<file path="src/rtl/vga_sync_gen.sv">
// VGA raster timing driven by a pixel-strobe level sampled in the system clock domain.
// Counts dclk rising edges into h/v counters and registers sync, blank and frame markers.
module vga_sync_gen #(
  parameter int H_ACTIVE = 640,
  parameter int H_FP     = 16,
  parameter int H_SYNC   = 96,
  parameter int H_BP     = 48,
  parameter int V_ACTIVE = 480,
  parameter int V_FP     = 10,
  parameter int V_SYNC   = 2,
  parameter int V_BP     = 33,
  parameter int TICK_MAX = 8
) (
  input  logic       clk,
  input  logic       rst_n,
  input  logic       dclk,
  output logic [9:0] x,
  output logic [9:0] y,
  output logic       hsync,
  output logic       vsync,
  output logic       video_on,
  output logic       frame_start,
  output logic       tick_err
);

  localparam logic [9:0] H_LAST   = 10'(H_ACTIVE + H_FP + H_SYNC + H_BP - 1);
  localparam logic [9:0] V_LAST   = 10'(V_ACTIVE + V_FP + V_SYNC + V_BP - 1);
  localparam logic [9:0] H_VIS    = 10'(H_ACTIVE);
  localparam logic [9:0] V_VIS    = 10'(V_ACTIVE);
  localparam logic [9:0] HS_START = 10'(H_ACTIVE + H_FP);
  localparam logic [9:0] HS_END   = 10'(H_ACTIVE + H_FP + H_SYNC);
  localparam logic [9:0] VS_START = 10'(V_ACTIVE + V_FP);
  localparam logic [9:0] VS_END   = 10'(V_ACTIVE + V_FP + V_SYNC);
  localparam logic [3:0] GAP_MAX  = 4'(TICK_MAX);

  logic       s0_q, s1_q;
  logic [9:0] h_q, h_d, v_q, v_d;
  logic       hsync_q, hsync_d, vsync_q, vsync_d;
  logic       video_on_q, video_on_d;
  logic       frame_start_q, frame_start_d;
  logic [3:0] gap_q, gap_d;
  logic       tick_err_q, tick_err_d;
  logic       tick, h_wrap, v_wrap;

  always_comb begin
    tick          = s0_q & ~s1_q;
    h_wrap        = (h_q == H_LAST);
    v_wrap        = (v_q == V_LAST);
    h_d           = h_q;
    v_d           = v_q;
    hsync_d       = hsync_q;
    vsync_d       = vsync_q;
    video_on_d    = video_on_q;
    frame_start_d = tick & h_wrap & v_wrap;
    if (tick) begin
      h_d = h_wrap ? 10'd0 : h_q + 10'd1;
      if (h_wrap) v_d = v_wrap ? 10'd0 : v_q + 10'd1;
      // Decode from the next-state counts so outputs line up with x/y on the same edge.
      hsync_d    = !((h_d >= HS_START) && (h_d < HS_END));
      vsync_d    = !((v_d >= VS_START) && (v_d < VS_END));
      video_on_d = (h_d < H_VIS) && (v_d < V_VIS);
    end
    if (tick)                 gap_d = 4'd0;
    else if (gap_q >= GAP_MAX) gap_d = gap_q;
    else                      gap_d = gap_q + 4'd1;
    tick_err_d = tick_err_q | (gap_d >= GAP_MAX);
  end

  always_ff @(posedge clk or negedge rst_n) begin
    if (!rst_n) begin
      s0_q          <= 1'b0;
      s1_q          <= 1'b0;
      h_q           <= 10'd0;
      v_q           <= 10'd0;
      hsync_q       <= 1'b1;
      vsync_q       <= 1'b1;
      video_on_q    <= 1'b0;
      frame_start_q <= 1'b0;
      gap_q         <= 4'd0;
      tick_err_q    <= 1'b0;
    end else begin
      s0_q          <= dclk;
      s1_q          <= s0_q;
      h_q           <= h_d;
      v_q           <= v_d;
      hsync_q       <= hsync_d;
      vsync_q       <= vsync_d;
      video_on_q    <= video_on_d;
      frame_start_q <= frame_start_d;
      gap_q         <= gap_d;
      tick_err_q    <= tick_err_d;
    end
  end

  assign x           = h_q;
  assign y           = v_q;
  assign hsync       = hsync_q;
  assign vsync       = vsync_q;
  assign video_on    = video_on_q;
  assign frame_start = frame_start_q;
  assign tick_err    = tick_err_q;

endmodule

</file>
<file path="config.mk">
export PLATFORM = sky130hd
export DESIGN_NAME = vga_sync_gen
export DESIGN_NICKNAME = d
export VERILOG_FILES = /design/src/rtl/vga_sync_gen.sv
export SDC_FILE = /design/constraint.sdc
export NUM_CORES = 1
export LEC_CHECK = 0
export CAP_MARGIN = 20
export CORE_ASPECT_RATIO = 1.2
export CORE_MARGIN = 2
export CORE_UTILIZATION = 47
export CTS_CLUSTER_DIAMETER = 30
export DETAILED_ROUTE_END_ITERATION = 16
export PLACE_DENSITY = 0.82
export SLEW_MARGIN = 40
export SYNTH_ARGS = -nofsm -noshare
export SYNTH_HDL_FRONTEND = slang
export SYNTH_SLANG_ARGS = --single-unit
</file>
<file path="constraint.sdc">
create_clock -name clk -period 6.4 [get_ports clk]
set_clock_uncertainty 0.05 [all_clocks]
set_input_delay 0.64 -clock clk [delete_from_list [all_inputs] [get_ports clk]]
set_output_delay 0.64 -clock clk [all_outputs]
set_load 0.02 [all_outputs]
</file>
==> results of run 1 <==
## through the flow
stage	hold WS, ns	setup WS, ns
after floorplan	0.294	4.07
after global placement	0.338	4.04
after detailed placement	0.339	3.95
after CTS	0.353	3.93
after global routing	0.382	3.74
final	0.357	3.92
## final timing paths
check,start,to,slack (ns),cells past startpoint
max,x[0],vsync,3.92,7
min,s0_q,s1_q,0.36,0
max reg2reg,x[0],vsync,3.92,7
min reg2reg,s0_q,s1_q,0.36,0
max in group asynchronous,rst_n,vsync,5.29,2
min in group asynchronous,rst_n,x[8],0.69,2
## state kept, by name (all words and copies together) (netlist names)
| signal | count |
|---|---|
| x | 10 |
| y | 10 |
| gap_q | 4 |
| frame_start | 1 |
| hsync | 1 |
| s0_q | 1 |
| s1_q | 1 |
| tick_err | 1 |
| video_on | 1 |
| vsync | 1 |
## report_power, final
part | leakage, nW | switching (W) | internal, W | total [W]
sequential | 0.403 | 0.0000412 | 0.000224 | 0.000265
combinational | 0.405 | 0.0000586 | 0.0000587 | 0.000117
clock | 0.0505 | 0.0000725 | 0.0000977 | 0.000170
## per-layer routing
metal	share of wire, %	up-vias	wire (um)
met2	44	65	1750
li1	-	797	-
met4	3.4	0	135
met3	5.6	17	219
met5	0	-	0
met1	47	765	1830
## synth_stat cells, types with 2 or more instances
| master | n | area [um^2] |
|---|---|---|
| buf_2 | 3 | 15.0 |
| nor4_1 | 3 | 18.8 |
| xor2_1 | 6 | 52.6 |
| nor3_1 | 2 | 10.0 |
| ha_1 | 6 | 75.1 |
| o21ai_0 | 17 | 85.1 |
| dfrtp_1 | 29 | 726 |
| nand4_1 | 5 | 31.3 |
| a21oi_1 | 7 | 35.0 |
| nor2_1 | 23 | 86.3 |
| nor2b_1 | 2 | 12.5 |
| and3_1 | 4 | 25.0 |
| nand3_1 | 14 | 70.1 |
| xnor2_1 | 8 | 70.1 |
| clkbuf_1 | 4 | 15.0 |
| o31ai_1 | 2 | 15.0 |
| nand2b_1 | 3 | 18.8 |
| o211ai_1 | 2 | 15.0 |
| inv_1 | 5 | 18.8 |
| or4_1 | 2 | 15.0 |
| a31oi_1 | 5 | 31.3 |
| nand2_1 | 28 | 105 |
| dfstp_2 | 2 | 52.6 |
| mux2i_1 | 2 | 20.0 |
## area by class of cell
cell class	count	area share, %
repair buffers	29	12.8
clock inverters	1	0.336
clock buffers	7	4.31
multi-input cells	162	44.1
inverters	5	0.839
flip-flops and latches	31	34.8
well taps	52	2.91
## critical path, cell delays in order (launching register included)
cell and delay [ns]:
dfrtp_1 0.47, ha_1 0.25, and4_1 0.33, and3_1 0.38, nand3_1 0.14, xor2_1 0.16
a211o_1 0.30, o32a_1 0.34
## kinds of logic (layout without fill, tap and decap cells)
kind of cell	count (synthesis)	count (layout)	synth area share [%]
mux	2	2	1.09
simple gates	94	94	26.0
compound gates	46	46	15.9
fa+ha+maj	6	6	4.09
buf+inv	15	42	3.89
flops	31	31	42.4
xor+xnor	14	14	6.68
==> metrics.log, run 1 <==
[metrics] synthesized instance count: ~210
[metrics] unrepaired setup endpoints after global routing: false
[metrics] total routed wirelength: 3940 um
[metrics] Die Height: slightly above 70 um
[metrics] number of synthesized flops with an enable pin: 0
[metrics] sink count of the clock tree: 31
[metrics] # IOs: 28
[metrics] Initial Utilization: 49.7%
[metrics] Post-route DRC: 0
[metrics] Critical Path Start Type: register
[metrics] number of antenna violations at the first check in global routing: 0
[metrics] count of buffers added by post-CTS timing repair for setup: 0
[metrics] Starting DRT DRC Count: 73
[metrics] required time reported for the critical path endpoint: around 6.6 ns
[metrics] Layout fillers: between 300 and 400
[metrics] wire length of the first global-routing pass: between 6000 and 7000 um
[metrics] total congestion overflow after global routing: 0
[metrics] largest voltage drop on the vdd net: ~0.00013 V
[metrics] total power: around 0.00055 W
[metrics] post-synthesis sequential element count: 31
[metrics] portion of the post-synthesis area used by sequential elements: a little over two fifths
[metrics] iteration count of the initial detailed-routing pass: 4
[metrics] H-tree level count: 2
[metrics] DIE WIDTH: around 60 um
[metrics] Max Root-Sink Buffers: 2
[metrics] type of the tightest min-delay check: reg2reg
[metrics] final net count: ~240
[metrics] clock input transition at the sequential cells of the worst setup and hold paths: approximately 0.070 ns
[metrics] instance area at placement: between 0.002 and 0.0025 mm^2
[metrics] share of synthesized flip-flops with an asynchronous set or reset: 100%
[metrics] CTS buffer count: 5
[metrics] All-Layer GR Usage: around a fifth
[metrics] setup violators final: 0
[metrics] setup tns final: 0 ns
[metrics] Yosys warning count: 0
[metrics] number of global-route vias before repair: 1,446
[metrics] power density over the cells: roughly 250 mW/mm^2
[metrics] number of vias in the routed layout: approximately 1,600
[metrics] outcome: complete, no violations
[metrics] Placed Instances: between 200 and 300
[metrics] Primary FF master, synth: dfrtp_1
[metrics] Die Area: 0.00442 mm^2
[metrics] TritonCTS clock tree: yes
[metrics] crit share post-route: 38.7%
[metrics] met3 demand-to-capacity share in global routing: 4.99%
[metrics] number of cells in the finished layout apart from fillers: approximately 290
[metrics] number of pins exceeding their max-slew limit in the final report: 0
[metrics] Resized cells post-CTS: 0
[metrics] CTS Hold Buffers Added: 0
[metrics] share of layout cells above drive strength 1: under 10%
[metrics] number of unique standard cell types used by synthesis: 48
[metrics] commonest cells after routing, fill and taps aside: 29 x dfrtp_1, 28 x nand2_1, 27 x clkdlybuf4s50_1
[metrics] Layout Utilization: between 60 and 70%
[metrics] library cell used as clock root buffer: clkbuf_8
[metrics] IO Port Bufs: 27
[metrics] std cell rows: 24
[metrics] Tightest Pin Transition: 0.801 ns
[metrics] post-route ant nets: 0
[metrics] drt wl/cell: approximately 14 um
[metrics] per-cell via count in the routed design: 5.73
[metrics] growth of design area from synthesis to finish: 21.9%
[metrics] HPWL after detailed placement: approximately 2700 um
[metrics] grt met2 use: 29.9%
[metrics] critical path data arrival time: between 2 and 3 ns
[metrics] average instance area after synthesis: slightly below 9 um^2
[metrics] area of the core: ~0.0037 mm^2
[metrics] Min Clock Period, post-route: ~2.5 ns
[metrics] post-route standard cell area excluding fillers: between 0.002 and 0.0025 mm^2
[metrics] synthesized cell area: between 0.0015 and 0.002 mm^2
[metrics] upper clock frequency limit: between 400 and 500 MHz
[metrics] maximum number of pins on one net before global-route repair: 32
[metrics] most common cell after layout, fill and taps aside: dfrtp_1
[metrics] path type of the worst setup path: reg2reg
[metrics] maximum fanout along the worst path: 9
[metrics] # Max-Cap Violations: 0
[metrics] layer with the highest usage after global routing: met2
[metrics] global-route met1 utilization: between 20% and 30%
[metrics] clock network latency to the later pin of the worst-skew pair: approximately 0.28 ns
[metrics] Hold Vio Cnt, Final: 0
[metrics] placer congestion estimate: 0.946
[metrics] total nets after synthesis: 217
[metrics] register area: 778 um^2
[metrics] Setup crit end kind: register
[metrics] footprint of the multi-input gates: around 990 um^2
[metrics] worst-case headroom to the max-slew limit: 46.1%
[metrics] Diodes inserted: 0
[metrics] leakage: 0.858 nW
No activity file was read; power rests on OpenSTA's default activity.
==> inputs of run 2 (changes only) <==
--- a/config.mk
+++ b/config.mk
@@ -11,7 +11,7 @@
 export CORE_UTILIZATION = 47
 export CTS_CLUSTER_DIAMETER = 30
 export DETAILED_ROUTE_END_ITERATION = 16
-export PLACE_DENSITY = 0.82
+export PLACE_DENSITY = 0.85
 export SLEW_MARGIN = 40
 export SYNTH_ARGS = -nofsm -noshare
 export SYNTH_HDL_FRONTEND = slang
==> constraint.sdc (replaced) <==
create_clock -name clk -period 2.2 [get_ports clk]
set_clock_uncertainty 0.05 [all_clocks]
set_input_delay 0.22 -clock clk [delete_from_list [all_inputs] [get_ports clk]]
set_output_delay 0.22 -clock clk [all_outputs]
set_load 0.02 [all_outputs]
==> run 2 against run 1 <==
Compared with the run above: critical path depth shrank 1; hold slack worse by 0.096 ns; final area increased by 8.7%; largest cell class unchanged; clock-buffer cell count unchanged; die area did not move; critical path type unchanged; non-clock buffer count increased by 24; sequential share of layout area decreased by 2.7 points.
==> metrics.log, run 2 (same netlist as run 1, synthesis figures left out) <==
[metrics] outcome: complete, no violations (unchanged)
[metrics] # Max-Cap Violations: 0 (unchanged)
[metrics] Initial Utilization: 49.7% (unchanged)
[metrics] post-route ant nets: 0 (unchanged)
[metrics] Starting DRT DRC Count: 93 (was 73)
[metrics] sink count of the clock tree: 31 (unchanged)
[metrics] # IOs: 28 (unchanged)
[metrics] critical path data arrival time: 2.27 ns (was 2.64 ns)
[metrics] clock network latency to the later pin of the worst-skew pair: 0.29 ns (was 0.28 ns)
[metrics] Layout fillers: 297 (was 333)
[metrics] commonest cells after routing, fill and taps aside: 28 x nand2_1, 27 x dfrtp_1, 27 x clkdlybuf4s50_1 (was 29 x dfrtp_1, 28 x nand2_1, 27 x clkdlybuf4s50_1)
[metrics] iteration count of the initial detailed-routing pass: 4 (unchanged)
[metrics] largest voltage drop on the vdd net: 0.000463 V (was 0.000135 V)
[metrics] startpoint of the most critical register-to-register path: x[5] (was x[0])
[metrics] cell chain of the critical path: nor4b_4, nand3_2, nor4_2, o21ai_1, a211o_1, o32a_1 (was ha_1, and4_1, and3_1, nand3_1, xor2_1, a211o_1, o32a_1)
[metrics] clock input transition at the sequential cells of the worst setup and hold paths: 0.07 ns (about the same)
[metrics] IO Port Bufs: 27 (unchanged)
[metrics] upper clock frequency limit: 477 MHz (was 404 MHz)
[metrics] HPWL after detailed placement: 3350 um (was 2720 um)
[metrics] most common cell after layout, fill and taps aside: nand2_1 (was dfrtp_1)
[metrics] launch point of the critical path: x[5] (was x[0])
[metrics] count of buffers added by post-CTS timing repair for setup: 0 (unchanged)
[metrics] All-Layer GR Usage: 24.0% (was 20.6%)
[metrics] CTS buffer count: 5 (unchanged)
[metrics] post-route standard cell area excluding fillers: 0.00243 mm^2 (was 0.00224 mm^2)
[metrics] std cell rows: 24 (unchanged)
[metrics] number of pins exceeding their max-slew limit in the final report: 0 (unchanged)
[metrics] number of vias in the routed layout: 1,746 (was 1,644)
[metrics] Tightest Pin Transition: 0.570 ns (was 0.801 ns)
[metrics] required time reported for the critical path endpoint: 2.38 ns (was 6.56 ns)
[metrics] power density over the cells: 703 mW/mm^2 (was 247 mW/mm^2)
[metrics] Setup crit end kind: register (unchanged)
[metrics] growth of design area from synthesis to finish: 32.5% (was 21.9%)
[metrics] type of the tightest min-delay check: in2async (was reg2reg)
[metrics] drt wl/cell: 15.2 um (was 13.7 um)
[metrics] CTS Hold Buffers Added: 0 (unchanged)
[metrics] Critical Path Start Type: register (unchanged)
[metrics] Max Root-Sink Buffers: 2 (unchanged)
[metrics] per-cell via count in the routed design: 5.61 (was 5.73)
[metrics] area of the core: 0.00369 mm^2 (unchanged)
[metrics] number of cells in the finished layout apart from fillers: 311 (was 287)
[metrics] unrepaired setup endpoints after global routing: false (unchanged)
[metrics] leakage: 0.976 nW (was 0.858 nW)
[metrics] Placed Instances: 303 (was 279)
[metrics] TritonCTS clock tree: yes (unchanged)
[metrics] library cell used as clock root buffer: clkbuf_8 (unchanged)
[metrics] setup tns final: 0 ns (unchanged)
[metrics] maximum fanout along the worst path: 5 (was 9)
[metrics] H-tree level count: 2 (unchanged)
[metrics] CP peak stage delay: 0.41 ns (was 0.47 ns)
[metrics] placer congestion estimate: 0.935 (was 0.946)
[metrics] Die Area: 0.00442 mm^2 (unchanged)
[metrics] worst-case headroom to the max-slew limit: 61.7% (was 46.1%)
[metrics] Post-route DRC: 0 (unchanged)
[metrics] Resized cells post-CTS: 0 (unchanged)
[metrics] setup violators final: 0 (unchanged)
[metrics] share of layout cells above drive strength 1: 17.0% (was 7.23%)
[metrics] instance area at placement: 0.00233 mm^2 (was 0.00213 mm^2)
[metrics] final net count: 267 (was 243)
[metrics] crit share post-route: 95.2% (was 38.7%)
[metrics] path type of the worst setup path: reg2reg (unchanged)
[metrics] cell with the biggest individual delay on the critical path: dfrtp_1 (unchanged)
[metrics] Diodes inserted: 0 (unchanged)
[metrics] DIE WIDTH: 61.0 um (unchanged)
[metrics] Min Clock Period, post-route: 2.10 ns (was 2.48 ns)
[metrics] maximum number of pins on one net before global-route repair: 32 (unchanged)
[metrics] wire length of the first global-routing pass: 7720 um (was 6890 um)
[metrics] Hold Vio Cnt, Final: 0 (unchanged)
[metrics] total routed wirelength: 4730 um (was 3940 um)
[metrics] number of antenna violations at the first check in global routing: 0 (unchanged)
[metrics] number of global-route vias before repair: 1,600 (was 1,446)
[metrics] total congestion overflow after global routing: 0 (unchanged)
[metrics] Die Height: 72.5 um (unchanged)
[run 2: cell types whose count changed in the layout (fill, tap and decap cells not counted)]
cell	before	now
buf_4	2	26
dfrtp_1	29	27
dfrtp_2	0	2
ha_1	6	5
ha_4	0	1
[run 2: final cells by class]
type	instances	area [um^2]	share of cell area, %
inverters	5	18.8	0.772
multi-input cells	162	998	41.0
repair buffers	53	465	19.1
well taps	52	65.1	2.67
clock inverters	1	7.51	0.309
flip-flops and latches	31	781	32.1
clock buffers	7	96.3	3.96
[run 2: worst max-delay path: cells and delay by family (launching register included)]
| family | cells | cell delay, ns |
|---|---|---|
| flops | 1 | 0.41 |
| compound gates | 3 | 0.70 |
| simple gates | 3 | 0.87 |
[run 2: stage by stage]
| stage | setup WS [ns] | hold slack, ns | utilization, % | power [W] |
|---|---|---|---|---|
| after floorplan | 0.0153 | -0.126 | - | 0.000971 |
| after global placement | 0.173 | 0.331 | 63.0 | 0.00119 |
| after detailed placement | 0.120 | 0.365 | 63.0 | 0.00120 |
| after CTS | 0.101 | 0.279 | 65.9 | 0.00172 |
| after global routing | 0.0101 | 0.298 | 65.9 | 0.00181 |
| final | 0.105 | 0.261 | 65.9 | 0.00171 |
[run 2: final timing paths]
check | endpoint | slack [ns] | cells after the start
min reg2reg | s1_q | 0.38 | 0
min | x[4] | 0.26 | 2
min in group clk | s0_q | 0.31 | 1
max in group asynchronous | hsync | 1.50 | 2
max reg2reg | vsync | 0.10 | 6
max | vsync | 0.10 | 6
[run 2: layer usage]
metal,global-route usage [%],routed length [um],up-vias
li1,-,-,844
met1,32.2,2030,834
met2,36.5,2320,59
met3,4.81,240,9
met4,11.4,127,0
met5,0,0,-
[run 2: power by group]
group / leakage (nW) / switching (W) / internal (W)
registers: 0.400 / 0.0000790 / 0.000654
clock network: 0.0505 / 0.000234 / 0.000284
logic: 0.526 / 0.000237 / 0.000221
==> RTL change 1: new RTL, config.mk and constraints of run 2 <==
Remove the register `frame_start_q`: a continuous assignment takes its place, so the output `frame_start` follows one clock earlier.
--- a/src/rtl/vga_sync_gen.sv
+++ b/src/rtl/vga_sync_gen.sv
@@ -75,7 +75,6 @@
       hsync_q       <= 1'b1;
       vsync_q       <= 1'b1;
       video_on_q    <= 1'b0;
-      frame_start_q <= 1'b0;
       gap_q         <= 4'd0;
       tick_err_q    <= 1'b0;
     end else begin
@@ -86,11 +85,12 @@
       hsync_q       <= hsync_d;
       vsync_q       <= vsync_d;
       video_on_q    <= video_on_d;
-      frame_start_q <= frame_start_d;
       gap_q         <= gap_d;
       tick_err_q    <= tick_err_d;
     end
   end
+
+  assign frame_start_q = frame_start_d;
 
   assign x           = h_q;
   assign y           = v_q;
Function: same outputs for any inputs over 10 cycles, from zero or initial values and one cycle with rst_n low; that may be too few to reach the edited logic, so the function may still have changed.
==> RTL change 1 against run 2 <==
Wire length is 9.0% higher; critical endpoint unchanged; worst hold slack got worse by 12 ps; sequential power shrank 2%; worst setup slack worse by 35 ps; sequential share of layout area down 1.9 points; sequential cell count fell by 1; first-iteration DRC count up 26%; final area is 2.7% higher; synthesized area shrank 1.4%; utilization increased by 2.3 points; power down 2.7%; highest routed layer unchanged.
==> RTL change 1: results (changes against run 2) <==
{| class="wikitable"
! Metric !! Value
|-
| Leakage power || 1.03 nW (+5.0%)
|-
| Top cell family by delay on the critical path || compound AO/OA/AOI/OAI gates
|-
| Layout cell share with drive strength beyond 1 || 0.222 (+0.0523)
|-
| Global-route wire length before repair || 8270 µm (+7.1%)
|-
| Number of nets in the synthesized netlist || 216 (-0.46%)
|-
| Tot GR Track Use || 0.255 (+0.0150)
|-
| Max IR drop VDD || 439 µV (-5.1%)
|-
| Number of nets in the layout || 278 (+4.1%)
|-
| Run status || finished, final reports clean
|-
| Largest driver fanout on the critical path || 3 (-2)
|-
| Met2 WL post-DR || 2540 µm (+9.1%)
|-
| Pin slew with the least headroom to its limit || 531 ps (-38.3 ps)
|-
| Last weighted congestion value of the routability-driven placer || 0.982 (+5.0%)
|-
| Number of placed instances, taps included || 312 (+3.0%)
|-
| GRT met2 Usage || 0.399 (+0.0338)
|-
| Vias per std cell || 5.78 (+2.9%)
|-
| Most used standard cells in the synthesized netlist || dfrtp_1, nand2_1, nor2_1, o21ai_0, nand3_1
|-
| Fraction of the yosys area taken by sequential cells || 0.416 (-0.00796)
|-
| Synth Instances || 207 (-0.48%)
|-
| Power in sequential cells || 0.718 mW (-2%)
|-
| Count of TritonRoute iterations in the first routing pass || 6 (+2)
|-
| Part of the total power dissipated in combinational logic || 0.278 (+0.010)
|-
| Met3 usage in global routing || 0.0499 (+0.00178)
|-
| Overall routed net length || 5150 µm (+9.0%)
|-
| Place WS || -35.0 ps (-155 ps)
|-
| Initial drt markers || 117 (+26%)
|-
| HPWL reported at the end of detailed placement || 3460 µm (+3.5%)
|}
-- RTL change 1: changes by cell type after synthesis, sizes merged --
cell	delta
dfrtp	-1
-- RTL change 1: worst paths after layout --
| check | to | slack (ps) | start | cells after the start |
|---|---|---|---|---|
| setup / recovery | vsync$_DFFE_PN1P_ | 70 | x[5]$_DFFE_PN0P_ | 7 |
| hold / removal | x[2]$_DFFE_PN0P_ | 250 | rst_n | 2 |
| setup reg to reg | vsync$_DFFE_PN1P_ | 70 | x[5]$_DFFE_PN0P_ | 7 |
| hold reg to reg | s1_q$_DFF_PN0_ | 360 | s0_q$_DFF_PN0_ | 0 |
| max in group asynchronous | vsync$_DFFE_PN1P_ | 1530 | rst_n | 2 |
| min in group clk | s0_q$_DFF_PN0_ | 320 | dclk | 1 |
-- RTL change 1: layout make-up --
cell class	instances	area [µm²]
clock buffers	6	82.6
clock inverters	2	12.5
fillers	303	1160
inverters	5	18.8
multi-input cells	162	1010
flip-flops and latches	30	756
well taps	52	65.1
repair buffers	65	553
-- RTL change 1: kinds of logic after synthesis --
| logic type | count (synthesis) | share of synthesized area |
|---|---|---|
| and+or+nand+nor | 94 | 0.263 |
| AOI/OAI and AO/OA | 46 | 0.161 |
| DFF | 30 | 0.416 |
| buffers and inverters | 15 | 0.0394 |
| xor gates and xnor gates | 14 | 0.0677 |
| adders and majority gates | 6 | 0.0415 |
| muxes | 2 | 0.0111 |
-- RTL change 1: worst reg2reg max path, delay by kind of cell, from the launching register on --
family	cells	cell delay, ps
AND/OR/NAND/NOR	3	690
buffers and inverters	1	170
flip-flops	1	410
AO/OA/AOI/OAI	3	740
-- RTL change 1: repair_timing --
action	CTS	global route
pin swaps	0	3
gates resized for setup	4	5
setup buffers	0	2
setup endpoints to repair	1	3
==> RTL change 2: new RTL, flow settings as in run 2 <==
Without the edit above. Set the parameter `V_ACTIVE` to 256 (it was 480).
--- a/src/rtl/vga_sync_gen.sv
+++ b/src/rtl/vga_sync_gen.sv
@@ -5,7 +5,7 @@
   parameter int H_FP     = 16,
   parameter int H_SYNC   = 96,
   parameter int H_BP     = 48,
-  parameter int V_ACTIVE = 480,
+  parameter int V_ACTIVE = 256,
   parameter int V_FP     = 10,
   parameter int V_SYNC   = 2,
   parameter int V_BP     = 33,
Formal check against the unedited RTL: no difference found for any inputs over 10 cycles, from zero or initial values and one cycle with rst_n low; that may be too few to reach the edited logic, so the function may still have changed.
==> RTL change 2 against run 2 <==
Utilization is 2.3 points lower; sequential cell count did not move; combinational power down 19%; worst setup slack better by 13 ps; wire length decreased by 7.6%; power up 0.34%; final cell count fell by 6.8%; synthesized area is 3.1% lower; final area fell by 5.0%; synthesized cell count fell by 4.8%; largest power group unchanged; highest routed layer unchanged.
==> RTL change 2: results (changes against run 2) <==
{| class="wikitable"
! Metric !! Value
|-
| Initial drt markers || 146 (+57%)
|-
| Number of placed instances, taps included || 281 (-7.3%)
|-
| Remaining global-route overflow || 0 (unchanged)
|-
| Synth area leaders || dfrtp_1, o21ai_0, nor2_1
|-
| Number of nets in the layout || 246 (-7.9%)
|-
| Post-DP Area || 2180 µm² (-6.6%)
|-
| Global-route wire length before repair || 7020 µm (-9.0%)
|-
| Tot GR Track Use || 0.221 (-0.0188)
|-
| Reg-to-reg critical path endpoint || hsync$_DFFE_PN1P_
|-
| Count of TritonRoute iterations in the first routing pass || 6 (+2)
|-
| HPWL reported at the end of detailed placement || 3030 µm (-9.3%)
|-
| Pin slew with the least headroom to its limit || 440 ps (-130 ps)
|-
| Last weighted congestion value of the routability-driven placer || 0.892 (-4.6%)
|-
| Clock latency on the worst-skew pair || 290 ps (about the same)
|-
| Layout cell share with drive strength beyond 1 || 0.122 (-0.0480)
|-
| Count of synthesis-stage warnings from yosys || 0 (unchanged)
|-
| Per-cell routed wire length || 15.1 µm (-0.88%)
|-
| Clock transition at path regs || 70 ps (about the same)
|-
| Count of buffers inserted at the top-level ports || 27 (unchanged)
|-
| Largest driver fanout on the critical path || 4 (-1)
|-
| Most used standard cells in the synthesized netlist || dfrtp_1, nor2_1, o21ai_0, nand2_1, nand3_1
|-
| Vias per std cell || 5.92 (+5.5%)
|-
| Final Cycle Share || 0.946 (-0.00598)
|-
| Place WS || 112 ps (-8.14 ps)
|-
| Synth unique cells || 45 (-6.3%)
|-
| Final cell count without fillers || 290 (-6.8%)
|-
| Number of nets in the synthesized netlist || 207 (-4.6%)
|-
| Run status || finished, final reports clean
|-
| Mean post-synth cell area || 8.98 µm² (+1.8%)
|-
| Max IR drop VDD || 478 µV (+3.3%)
|-
| R2R Path Start || x[1]$_DFFE_PN0P_
|-
| Critical Path AT || 2250 ps (-20 ps)
|-
| Vias in the first global route || 1486 (-7.1%)
|-
| Cell Int Power || 1.21 mW (+4.0%)
|-
| Leakage power || 0.924 nW (-5.4%)
|}
[RTL change 2: layout make-up]
| type | count | area [µm²] |
|---|---|---|
| tap | 52 | 65.1 |
| clock buffer | 6 | 82.6 |
| inverter | 7 | 26.3 |
| timing repair buffer | 41 | 375 |
| clock inverter | 2 | 35.0 |
| multi-input combinational | 151 | 948 |
| sequential | 31 | 778 |
| fill | 314 | 1320 |
[RTL change 2: cell families (layout without fill, tap and decap cells)]
| family | count (synthesis) | in the layout | synth area share |
|---|---|---|---|
| multiplexers | 1 | 1 | 0.00563 |
| buffers and inverters | 16 | 56 | 0.0345 |
| AO/OA/AOI/OAI | 48 | 48 | 0.175 |
| AND/OR/NAND/NOR | 84 | 84 | 0.246 |
| flip-flops | 31 | 31 | 0.438 |
| adder cells (fa/ha/maj) | 6 | 6 | 0.0422 |
| XOR/XNOR | 12 | 12 | 0.0591 |
[RTL change 2: per-layer routing]
metal	track usage	vias up	part of all wire
met5	0	-	0
met4	0.109	0	0.035
met3	0.0596	20	0.075
met2	0.327	84	0.47
met1	0.295	817	0.42
li1	-	797	-
[RTL change 2: critical path: stages (launching register included)]
cell       delay [ps]
dfrtp_1           400
ha_1              220
nand4_1           190
or4_1             530
o211ai_1          140
o2111ai_1         140
o32a_1            350
[RTL change 2: power by group through the flow]
stage | registers [mW] | clock network, mW | logic (mW)
after CTS | 0.754 | 0.598 | 0.364
after global routing | 0.768 | 0.617 | 0.413
after global placement | 0.759 | 0 | 0.356
final | 0.755 | 0.590 | 0.373
after detailed placement | 0.764 | 0 | 0.363
after floorplan | 0.805 | 0 | 0.148
[RTL change 2: repair_timing]
item,4_1_cts,5_1_grt
buffers inserted,0,1
gates resized for setup,0,2
setup endpoints to repair,0,9
